### config.mk
export PLATFORM = sky130hd
export DESIGN_NAME = apb_uart_fifo
export DESIGN_NICKNAME = d
export VERILOG_FILES = /design/src/rtl/apb_uart_pkg.sv /design/src/rtl/apb_uart_fifo_fifo.sv /design/src/rtl/apb_uart_fifo.sv
export SDC_FILE = /design/constraint.sdc
export NUM_CORES = 1
export LEC_CHECK = 0
export ABC_CLOCK_PERIOD_IN_PS = 6300
export BUFFER_PORTS_ARGS = -buffer_cell sky130_fd_sc_hd__buf_2
export CAP_MARGIN = 0
export CORE_MARGIN = 2
export CORE_UTILIZATION = 32
export DETAILED_ROUTE_END_ITERATION = 10
export HOLD_SLACK_MARGIN = 0.06
export PLACE_DENSITY = 0.55
export SLEW_MARGIN = 20
export SYNTH_ARGS = -nofsm -noshare
export SYNTH_HDL_FRONTEND = slang
export SYNTH_SLANG_ARGS = --single-unit
export TNS_END_PERCENT = 30
### constraint.sdc
create_clock -name clock -period 6.3 [get_ports clock]
set_input_delay 1.89 -clock clock [delete_from_list [all_inputs] [get_ports clock]]
set_output_delay 1.89 -clock clock [all_outputs]
set_load 0.02 [all_outputs]
### src/rtl/apb_uart_pkg.sv
// Shared register map, bit positions and FSM state types for the APB UART.
package apb_uart_pkg;

   localparam logic [1:0] REG_DATA   = 2'd0;
   localparam logic [1:0] REG_STATUS = 2'd1;
   localparam logic [1:0] REG_DIV    = 2'd2;
   localparam logic [1:0] REG_CTRL   = 2'd3;

   localparam int ST_TX_FULL   = 0;
   localparam int ST_TX_EMPTY  = 1;
   localparam int ST_RX_FULL   = 2;
   localparam int ST_RX_EMPTY  = 3;
   localparam int ST_OVERRUN   = 4;
   localparam int ST_FRAME_ERR = 5;

   localparam int CTRL_RX_IRQ  = 0;
   localparam int CTRL_TX_IRQ  = 1;
   localparam int CTRL_LOOP    = 2;
   localparam int CTRL_CLR_OVR = 4;
   localparam int CTRL_CLR_FE  = 5;

   localparam int DIV_MIN = 4;

   typedef enum logic [1:0] {
      TX_IDLE, TX_START, TX_DATA, TX_STOP
   } tx_state_t;

   typedef enum logic [1:0] {
      RX_IDLE, RX_START, RX_DATA, RX_STOP
   } rx_state_t;

endpackage

### src/rtl/apb_uart_fifo_fifo.sv
// Synchronous FIFO with occupancy count; push when full and pop when
// empty are ignored. Pointers wrap naturally since DEPTH is a power of 2.
module uart_sync_fifo #(
   parameter int DEPTH = 16,
   parameter int WIDTH = 8
) (
   input  logic                   clock,
   input  logic                   reset,
   input  logic                   push,
   input  logic [WIDTH-1:0]       din,
   input  logic                   pop,
   output logic [WIDTH-1:0]       dout,
   output logic                   full,
   output logic                   empty,
   output logic [$clog2(DEPTH):0] count
);

   localparam int AW = $clog2(DEPTH);
   localparam int CW = AW + 1;

   logic [WIDTH-1:0] mem [DEPTH];
   logic [AW-1:0]    wr_ptr;
   logic [AW-1:0]    rd_ptr;
   logic             wr;
   logic             rd;

   assign wr    = push & ~full;
   assign rd    = pop & ~empty;
   assign full  = (count == CW'(DEPTH));
   assign empty = (count == '0);
   assign dout  = mem[rd_ptr];

   always_ff @(posedge clock) begin
      if (wr) mem[wr_ptr] <= din;
   end

   always_ff @(posedge clock) begin
      if (reset) begin
         wr_ptr <= '0;
         rd_ptr <= '0;
         count  <= '0;
      end else begin
         if (wr) wr_ptr <= wr_ptr + 1'b1;
         if (rd) rd_ptr <= rd_ptr + 1'b1;
         count <= count + CW'(wr) - CW'(rd);
      end
   end

endmodule

### src/rtl/apb_uart_fifo.sv
// APB UART slave: 8N1 TX/RX with programmable divider, FIFOs, status
// register, interrupt, and wait-state back-pressure on a full TX FIFO.
module apb_uart_fifo
   import apb_uart_pkg::*;
#(
   parameter int                   TX_DEPTH    = 16,
   parameter int                   RX_DEPTH    = 16,
   parameter int                   DIV_WIDTH   = 16,
   parameter logic [DIV_WIDTH-1:0] DIV_RESET   = DIV_WIDTH'(868),
   parameter bit                   BLOCKING_TX = 1'b1
) (
   input  logic        clock,
   input  logic        reset,
   input  logic        in_psel,
   input  logic        in_penable,
   input  logic [2:0]  in_pprot,
   input  logic [31:0] in_paddr,
   input  logic        in_pwrite,
   input  logic [31:0] in_pwdata,
   input  logic [3:0]  in_pstrb,
   output logic        in_pready,
   output logic        in_pslverr,
   output logic [31:0] in_prdata,
   input  logic        uart_rx,
   output logic        uart_tx,
   output logic        irq
);

   logic [1:0]           addr;
   logic                 access, fire, data_wr, data_rd, ctrl_wr;
   logic [DIV_WIDTH-1:0] div, div_wdata;
   logic [2:0]           ctrl;
   logic                 overrun, frame_err;
   logic [31:0]          status;

   logic                      tx_push, tx_pop, tx_full, tx_empty;
   logic [7:0]                tx_dout;
   logic [$clog2(TX_DEPTH):0] tx_count;
   logic                      rx_push, rx_pop, rx_full, rx_empty;
   logic [7:0]                rx_dout;
   logic [$clog2(RX_DEPTH):0] rx_count;

   assign addr    = in_paddr[3:2];
   assign access  = in_psel & in_penable;
   assign data_wr = access & in_pwrite & (addr == REG_DATA) & in_pstrb[0];
   assign in_pready = access & ~(data_wr & tx_full & BLOCKING_TX);
   assign fire    = in_pready;
   assign tx_push = fire & data_wr & ~tx_full;
   assign data_rd = fire & ~in_pwrite & (addr == REG_DATA);
   assign rx_pop  = data_rd & ~rx_empty;
   assign ctrl_wr = fire & in_pwrite & (addr == REG_CTRL) & in_pstrb[0];
   assign in_pslverr = (data_rd & rx_empty) | (fire & data_wr & tx_full);

   assign div_wdata = (in_pwdata[DIV_WIDTH-1:0] < DIV_WIDTH'(DIV_MIN))
                    ? DIV_WIDTH'(DIV_MIN) : in_pwdata[DIV_WIDTH-1:0];

   always_comb begin
      status = '0;
      status[ST_TX_FULL]   = tx_full;
      status[ST_TX_EMPTY]  = tx_empty;
      status[ST_RX_FULL]   = rx_full;
      status[ST_RX_EMPTY]  = rx_empty;
      status[ST_OVERRUN]   = overrun;
      status[ST_FRAME_ERR] = frame_err;
      status[15:8]         = 8'(tx_count);
      status[23:16]        = 8'(rx_count);
   end

   always_comb begin
      in_prdata = '0;
      if (access & ~in_pwrite) begin
         unique case (addr)
            REG_DATA:   if (!rx_empty) in_prdata = {24'h0, rx_dout};
            REG_STATUS: in_prdata = status;
            REG_DIV:    in_prdata = 32'(div);
            REG_CTRL:   in_prdata = {29'h0, ctrl};
         endcase
      end
   end

   uart_sync_fifo #(.DEPTH(TX_DEPTH), .WIDTH(8)) u_tx_fifo (
      .clock(clock), .reset(reset),
      .push(tx_push), .din(in_pwdata[7:0]),
      .pop(tx_pop), .dout(tx_dout),
      .full(tx_full), .empty(tx_empty), .count(tx_count)
   );

   // ---------------- transmitter ----------------
   tx_state_t            tx_state, tx_next;
   logic [DIV_WIDTH-1:0] tx_cnt, tx_div;
   logic [2:0]           tx_bit;
   logic [7:0]           tx_shift;
   logic                 tx_end;

   assign tx_end = (tx_cnt == tx_div - 1'b1);

   always_comb begin
      tx_next = tx_state;
      tx_pop  = 1'b0;
      unique case (tx_state)
         TX_IDLE: if (!tx_empty) begin
            tx_next = TX_START;
            tx_pop  = 1'b1;
         end
         TX_START: if (tx_end) tx_next = TX_DATA;
         TX_DATA:  if (tx_end && tx_bit == 3'd7) tx_next = TX_STOP;
         TX_STOP: if (tx_end) begin
            tx_next = tx_empty ? TX_IDLE : TX_START;
            tx_pop  = ~tx_empty;
         end
      endcase
   end

   // The divisor is re-latched at every bit boundary.
   always_ff @(posedge clock) begin
      if (reset) begin
         tx_state <= TX_IDLE;
         tx_cnt   <= '0;
         tx_div   <= DIV_RESET;
         tx_bit   <= '0;
         tx_shift <= '0;
      end else begin
         tx_state <= tx_next;
         if (tx_pop) begin
            tx_shift <= tx_dout;
            tx_cnt   <= '0;
            tx_bit   <= '0;
            tx_div   <= div;
         end else if (tx_state != TX_IDLE) begin
            if (tx_end) begin
               tx_cnt <= '0;
               tx_div <= div;
               if (tx_state == TX_DATA) begin
                  tx_shift <= tx_shift >> 1;
                  tx_bit   <= tx_bit + 1'b1;
               end
            end else begin
               tx_cnt <= tx_cnt + 1'b1;
            end
         end
      end
   end

   assign uart_tx = (tx_state == TX_START) ? 1'b0
                  : (tx_state == TX_DATA)  ? tx_shift[0] : 1'b1;

   // ---------------- receiver ----------------
   rx_state_t            rx_state, rx_next;
   logic [DIV_WIDTH-1:0] rx_cnt, rx_div;
   logic [2:0]           rx_bit;
   logic [7:0]           rx_shift;
   logic [1:0]           rx_sync;
   logic                 rx_prev, rx_line, rx_half, rx_end;
   logic                 rx_good, rx_fe, rx_ovr;

   assign rx_line = rx_sync[1];
   assign rx_half = (rx_cnt == (rx_div >> 1));
   assign rx_end  = (rx_cnt == rx_div - 1'b1);
   assign rx_push = rx_good & ~rx_full;
   assign rx_ovr  = rx_good & rx_full;

   always_comb begin
      rx_next = rx_state;
      rx_good = 1'b0;
      rx_fe   = 1'b0;
      unique case (rx_state)
         RX_IDLE:  if (rx_prev & ~rx_line) rx_next = RX_START;
         RX_START: if (rx_half) rx_next = rx_line ? RX_IDLE : RX_DATA;
         RX_DATA:  if (rx_end && rx_bit == 3'd7) rx_next = RX_STOP;
         RX_STOP: if (rx_end) begin
            rx_next = RX_IDLE;
            rx_good = rx_line;
            rx_fe   = ~rx_line;
         end
      endcase
   end

   always_ff @(posedge clock) begin
      if (reset) begin
         rx_state <= RX_IDLE;
         rx_sync  <= 2'b11;
         rx_prev  <= 1'b1;
         rx_cnt   <= '0;
         rx_div   <= DIV_RESET;
         rx_bit   <= '0;
         rx_shift <= '0;
      end else begin
         rx_sync  <= {rx_sync[0], ctrl[CTRL_LOOP] ? uart_tx : uart_rx};
         rx_prev  <= rx_line;
         rx_state <= rx_next;
         if (rx_state == RX_IDLE) begin
            rx_cnt <= '0;
            rx_bit <= '0;
            rx_div <= div;
         end else if ((rx_state == RX_START && rx_half) || rx_end) begin
            rx_cnt <= '0;
            if (rx_state == RX_DATA) begin
               rx_shift <= {rx_line, rx_shift[7:1]};
               rx_bit   <= rx_bit + 1'b1;
            end
         end else begin
            rx_cnt <= rx_cnt + 1'b1;
         end
      end
   end

   uart_sync_fifo #(.DEPTH(RX_DEPTH), .WIDTH(8)) u_rx_fifo (
      .clock(clock), .reset(reset),
      .push(rx_push), .din(rx_shift),
      .pop(rx_pop), .dout(rx_dout),
      .full(rx_full), .empty(rx_empty), .count(rx_count)
   );

   // ---------------- registers and interrupt ----------------
   always_ff @(posedge clock) begin
      if (reset) begin
         div       <= DIV_RESET;
         ctrl      <= '0;
         overrun   <= 1'b0;
         frame_err <= 1'b0;
         irq       <= 1'b0;
      end else begin
         if (fire & in_pwrite & (addr == REG_DIV)) div <= div_wdata;
         if (ctrl_wr) ctrl <= in_pwdata[2:0];
         if (rx_ovr) overrun <= 1'b1;
         else if (ctrl_wr & in_pwdata[CTRL_CLR_OVR]) overrun <= 1'b0;
         if (rx_fe) frame_err <= 1'b1;
         else if (ctrl_wr & in_pwdata[CTRL_CLR_FE]) frame_err <= 1'b0;
         irq <= (ctrl[CTRL_RX_IRQ] & (~rx_empty | overrun | frame_err))
              | (ctrl[CTRL_TX_IRQ] & tx_empty);
      end
   end

   logic unused;
   assign unused = ^{in_pprot, in_paddr[31:4], in_paddr[1:0],
                     in_pwdata, in_pstrb[3:1]};

endmodule

==> results.py, run 1 <==
metrics = {
    "status": {
        "status": "complete, no violations",
    },
    "floorplan": {
        "die_x_um": 244,
        "initial_core_util": 0.325,
        "fp-row-count": 87,
        "io_pins": 113,
        "coreArea_sq_um": 56600,
        "die_area_sq_um": 59500,
        "die_h_um": 244,
    },
    "route": {
        "viasPerCell": 5.07,
        "vias": 11325,
        "first_pass_iters": 5,
        "initialDrtViolationCount": 890,
        "antenna_left": 0,
        "wire_per_inst_um": 19.0,
        "drc": 0,
        "drt_wl_total_um": 42400,
    },
    "logic_synthesis": {
        "avgSynthCellArea_sq_um": 12.9,
        "ys.flop_type": "edfxtp_1",
        "synthArstFlopShare": 0,
        "yosys.cell_count.top_type": "edfxtp_1",
        "yosysWarnings": 0,
        "synth_area_leaders": "edfxtp_1, dfxtp_1, mux4_2",
        "synth.distinct_cells": 81,
        "synth-seq-cells": 405,
        "yosysTopAreaCell": "edfxtp_1",
        "yosysSeqAreaShare": 0.579,
        "synthDominantCellAreaShare": 0.417,
        "synthTopCellsByCount": "edfxtp_1, dfxtp_1, nor2_1",
        "synth-edff-count": 256,
        "syn-cell-area_sq_um": 18400,
        "synth_cells": 1425,
    },
    "final_layout": {
        "postLayoutCellArea_sq_um": 20700,
        "final_util": 0.365,
        "fill_cells": 5424,
        "antenna_cells": 0,
        "area_growth_pct": 12.3,
        "final_cells": 2234,
        "nets": 1558,
        "layout-drive-gt1-share": 0.166,
    },
    "hold_path": {
        "min_path_type": "reg2reg",
        "min_delay_path_depth": 1,
    },
    "sta": {
        "slew_viol_final": 0,
        "hold_viol": 0,
        "timing.fmax_mhz": 184,
        "finClkSkew_ps": 17.9,
        "fin_crit_ps": 5440,
        "rsz0062_at_grt": "false",
        "tns_ps": 0,
        "setup_viol": 0,
        "relSlewSlack": 0.255,
        "worst_hold_slack_ps": 418,
        "worst_slew_pin_slew_ps": 1100,
        "fin_crit_sh": 0.864,
    },
    "clock_network": {
        "cts_resized": 0,
        "holdBufCountCts": 0,
        "htreeDepth": 2,
        "cts.clk_slew.worst_paths_ps": 60,
        "cts-root-buf": "clkbuf_16",
        "cts_sinks": 405,
        "numCtsBuffers": 43,
        "insertion_delay_ps": 580,
        "cts_tree": "yes",
        "cts_setup_buffers": 0,
        "cts_buffer_depth": 3,
    },
    "place": {
        "io_buffers": 49,
        "hpwl_um": 29100,
        "placed_area_sq_um": 19300,
        "place.gp.congestion": 0.816,
        "dp_cells": 2155,
    },
    "grt": {
        "antenna_found_initial": 1,
        "grt_start_max_net_pins": 56,
        "overflow": 0,
        "grt_pass1_vias": 11270,
        "grt_use_total": 0.144,
        "grt_pass1_wl_um": 66600,
    },
    "setup_path": {
        "cp.arrival_ps": 3550,
        "cp_max_fo": 17,
        "worstSetupPathType": "in2out",
        "start_kind": "primary input",
        "endpoint_kind": "primary output",
        "ff2ff_path_depth": 17,
        "required_ps": 4410,
    },
    "power": {
        "p_per_area_nw_per_um2": 319,
        "ir_drop_mv": 0.250,
        "cellLeakagePower_uw": 0.00706,
    },
    "job": {
        "cap_violations": 0,
    },
}
per-layer routing:
metal  vias to the layer above  global-route usage  wire, um
met4                         0              0.0461       989
met3                        56              0.0215      2140
met2                       264               0.225     19400
met1                      5683               0.204     19900
li1                       5322                   -         -
met5                         -                   0         0
where the power goes:
group          leakage (uW)  switching, uW  internal, uW
Clock              0.000690           1060          1470
Sequential          0.00354           74.8          2870
Combinational       0.00283            630           477
flip-flops by register name (all words and copies together), names as in the netlist, 4 cells and up, named ones only:
register	flops
u_rx_fifo.count	5
tx_shift	8
u_tx_fifo.wr_ptr	4
u_tx_fifo.count	5
rx_cnt	16
u_rx_fifo.wr_ptr	4
div	16
tx_cnt	16
rx_shift	8
u_tx_fifo.mem	128
rx_div	16
u_tx_fifo.rd_ptr	4
tx_div	16
u_rx_fifo.mem	128
u_rx_fifo.rd_ptr	4
cell type report:
cell class / instances / area, sq um / share of cell area
Multi-Input combinational cell: 888 / 7120 / 0.344
Timing Repair Buffer: 66 / 388 / 0.0187
Clock inverter: 16 / 198 / 0.00956
Inverter: 40 / 150 / 0.00726
Clock buffer: 63 / 1210 / 0.0585
Tap cell: 756 / 946 / 0.0457
Sequential cell: 405 / 10700 / 0.516
worst max-delay path: stages:
cell,delay (ps)
buf_2,90
nand2_1,70
or2_2,460
nor2b_1,530
and2_1,300
buf_2,200
worst paths after layout:
path | start | end | slack (ps)
max reg2reg | rx_div[1]$_SDFFE_PP0P_ | u_rx_fifo.count[4]$_SDFF_PP0_ | 1400
max | in_penable | in_prdata[19] | 860
min reg2reg | rx_sync[0]$_SDFF_PP1_ | rx_sync[1]$_SDFF_PP1_ | 420
min | rx_sync[0]$_SDFF_PP1_ | rx_sync[1]$_SDFF_PP1_ | 420
layout by cell type (no fill, tap or decap), types with 6 or more instances in the layout:
cell,synthesis,routed
nand4_1,13,13
nand3b_1,12,12
conb_1,1,11
dfxtp_1,149,147
buf_2,9,48
and2_1,17,17
xor2_1,59,59
nand3_1,25,25
nor3b_1,7,7
clkbuf_1,59,14
nand2b_1,32,32
ha_1,35,35
mux4_2,80,80
nor3_1,42,42
clkbuf_8,4,6
o21ai_0,23,23
inv_1,39,39
clkinv_2,0,6
nand2_1,95,95
xnor2_1,36,36
a22oi_1,13,13
and3_1,33,33
a21oi_1,56,56
mux2i_1,40,40
nand4b_1,9,9
a211oi_1,13,13
edfxtp_1,256,256
buf_4,14,17
or2_2,7,7
clkbuf_16,0,43
nor2_1,97,97
or4_1,6,6
nor2b_1,19,19
nor4_1,14,14
stage by stage:
step	setup slack (ps)	power [uW]
2_1_floorplan	1190	3840
3_3_place_gp	890	4100
3_5_place_dp	896	4120
4_1_cts	894	6670
5_1_grt	722	6900
6_report	857	6590
logic make-up after synthesis:
kind of cell,count (synthesis),share of synthesized area
adder cells (fa/ha/maj),37,0.0259
flip-flops,405,0.579
other,1,0.000204
AND/OR/NAND/NOR,457,0.132
AO/OA/AOI/OAI,163,0.0589
buffers and inverters,142,0.0365
multiplexers,125,0.123
XOR/XNOR,95,0.0452
Power figures use the tool's default switching activity.
==> run 2, diff against run 1 <==
CORE_ASPECT_RATIO = 1.25   (was unset)
CTS_BUF_LIST = sky130_fd_sc_hd__clkbuf_2 sky130_fd_sc_hd__clkbuf_4 sky130_fd_sc_hd__clkbuf_8   (was unset)
SYNTH_HIERARCHICAL = 1   (was unset)
==> run 2 against run 1 <==
Against the previous run: synthesized area decreased by 2.1%; clock-buffer cell count is 30 higher; worst hold slack got worse by 3.8 ps; cell count increased by 0.63%; core utilization fell by 0.38 points; combinational power is 24% lower; critical path depth shrank 1; largest cell class unchanged.
==> results.py, run 2 <==
metrics = {
    "final_layout": {
        "postLayoutCellArea_sq_um": 20200,
        "layout-drive-gt1-share": 0.157,
        "nets": 1566,
        "layout_commonest_cell": "edfxtp_1",
        "fill_cells": 5438,
        "final_util": 0.362,
        "area_growth_pct": 12.2,
        "reg.largest.list": "u_rx_fifo/mem: 128 flops, u_tx_fifo/mem: 128 flops",
        "mostFrequentLayoutCells": "edfxtp_1, dfxtp_1, nor2_1, nand2_1, clkbuf_8",
    },
    "clock_network": {
        "holdBufCountCts": 0,
        "htreeDepth": 3,
        "cts.clk_slew.worst_paths_ps": 60,
        "cts_setup_buffers": 0,
        "cts_buffer_depth": 3,
        "insertion_delay_ps": 630,
        "numCtsBuffers": 67,
        "cts-root-buf": "clkbuf_8",
        "cts_resized": 0,
        "cts_sinks": 405,
        "cts_tree": "yes",
    },
    "grt": {
        "met1_usage": 0.178,
        "grt_pass1_vias": 11106,
        "overflow": 0,
        "top_usage_layer": "met2",
        "grt_use_total": 0.147,
        "grt_start_max_net_pins": 70,
        "antenna_found_initial": 4,
        "grt_use_met3": 0.0270,
        "grt_use_met2": 0.252,
        "grt_pass1_wl_um": 65100,
    },
    "floorplan": {
        "die_x_um": 216,
        "io_pins": 113,
        "coreArea_sq_um": 55900,
        "fp-row-count": 97,
        "die_h_um": 269,
        "initial_core_util": 0.322,
        "die_area_sq_um": 58300,
    },
    "logic_synthesis": {
        "synth_area_leaders": "edfxtp_1, dfxtp_1, mux4_2",
        "syn-cell-area_sq_um": 18000,
        "synth-seq-cells": 405,
        "yosysTopAreaCell": "edfxtp_1",
        "yosysSeqAreaShare": 0.591,
        "synth_cells": 1393,
        "ys.flop_type": "edfxtp_1",
        "yosys.cell_count.top_type": "edfxtp_1",
        "synthArstFlopShare": 0,
        "synth.distinct_cells": 71,
        "synthDominantCellAreaShare": 0.426,
        "synth-edff-count": 256,
        "avgSynthCellArea_sq_um": 13.0,
        "synthTopCellsByCount": "edfxtp_1, dfxtp_1, nor2_1",
        "yosysWarnings": 6,
    },
    "place": {
        "place.gp.congestion": 0.822,
        "hpwl_um": 28900,
        "placed_area_sq_um": 18900,
        "io_buffers": 49,
    },
    "setup_path": {
        "worstSetupPathType": "in2out",
        "cp_max_fo": 17,
        "path_cells": "buf_2 > nor2_1 > a221oi_1 > a211oi_1 > buf_2",
        "cp_common_cell": "buf_2",
        "cp.arrival_ps": 3550,
        "endpoint_kind": "primary output",
        "required_ps": 4410,
        "start_kind": "primary input",
        "max_stage_delay_ps": 640,
        "slowest_stage": "a211oi_1",
    },
    "route": {
        "drt_wl_total_um": 43100,
        "vias": 11216,
        "viasPerCell": 4.99,
        "wire_per_inst_um": 19.2,
        "antenna_left": 0,
        "drc": 0,
        "first_pass_iters": 5,
        "initialDrtViolationCount": 720,
    },
    "sta": {
        "worst_slew_pin_slew_ps": 1100,
        "timing.fmax_mhz": 184,
        "slew_viol_final": 0,
        "hold_viol": 0,
        "rsz0062_at_grt": "false",
        "fin_crit_sh": 0.863,
        "worst_hold_slack_ps": 414,
        "finClkSkew_ps": 36.7,
        "relSlewSlack": 0.266,
        "tns_ps": 0,
        "setup_viol": 0,
        "fin_crit_ps": 5440,
    },
    "power": {
        "ir_drop_mv": 0.125,
        "p_per_area_nw_per_um2": 303,
        "cellLeakagePower_uw": 0.00704,
    },
    "hold_path": {
        "min_path_type": "reg2reg",
    },
    "job": {
        "cap_violations": 0,
    },
    "status": {
        "status": "complete, no violations",
    },
}
[run 2: kinds of logic after synthesis]
| logic type | Yosys count | share of synthesized area |
|---|---|---|
| AOI/OAI and AO/OA | 153 | 0.0562 |
| xor gates and xnor gates | 102 | 0.0504 |
| adders and majority gates | 37 | 0.0265 |
| buffers and inverters | 135 | 0.0378 |
| DFF | 405 | 0.591 |
| muxes | 107 | 0.110 |
| other | 1 | 0.000208 |
| and+or+nand+nor | 453 | 0.128 |
[run 2: path summary, 6_finish.rpt]
kind / from / to / slack (ps) / depth (start not counted)
max: in_paddr[2] / in_prdata[1] / 860 / 5
min: rx_sync[0]$_SDFF_PP1_ / rx_sync[1]$_SDFF_PP1_ / 410 / 1
max reg2reg: rx_div[0]$_SDFFE_PP0P_ / u_rx_fifo/count[4]$_SDFF_PP0_ / 1040 / 18
min reg2reg: rx_sync[0]$_SDFF_PP1_ / rx_sync[1]$_SDFF_PP1_ / 410 / 1
[run 2: final cells by class]
type                       instances  area [sq um]  area share
multi-input combinational        863          6730       0.332
sequential                       405         10700       0.528
inverter                          48           180     0.00890
timing repair buffer              67           383      0.0189
clock buffer                      93          1150      0.0568
tap                              742           928      0.0459
antenna                            5          12.5    0.000618
clock inverter                    25           181     0.00897
[run 2: critical path, delay by kind of cell]
| kind | cells | cell delay (ps) |
|---|---|---|
| AO/OA/AOI/OAI | 2 | 780 |
| AND/OR/NAND/NOR | 1 | 370 |
| buffers and inverters | 2 | 500 |
[run 2: metrics by stage]
stage,setup WS [ps],total power (uW),cells
global placement,922,3840,2125
floorplan,1240,3680,1403
global route,684,6410,2248
CTS,844,6210,2243
finish,862,6120,2248
detailed placement,901,3870,2125
[run 2: where the power goes]
group / internal [uW] / switching, uW
clock network: 1270 / 1050
registers: 2870 / 90.4
logic: 360 / 489
total: 4500 / 1630
[run 2: metal layers]
| metal | vias up | wire, um |
|---|---|---|
| li1 | 5285 | - |
| met1 | 5595 | 18400 |
| met2 | 258 | 21400 |
| met3 | 74 | 1770 |
| met4 | 4 | 1440 |
| met5 | - | 18 |
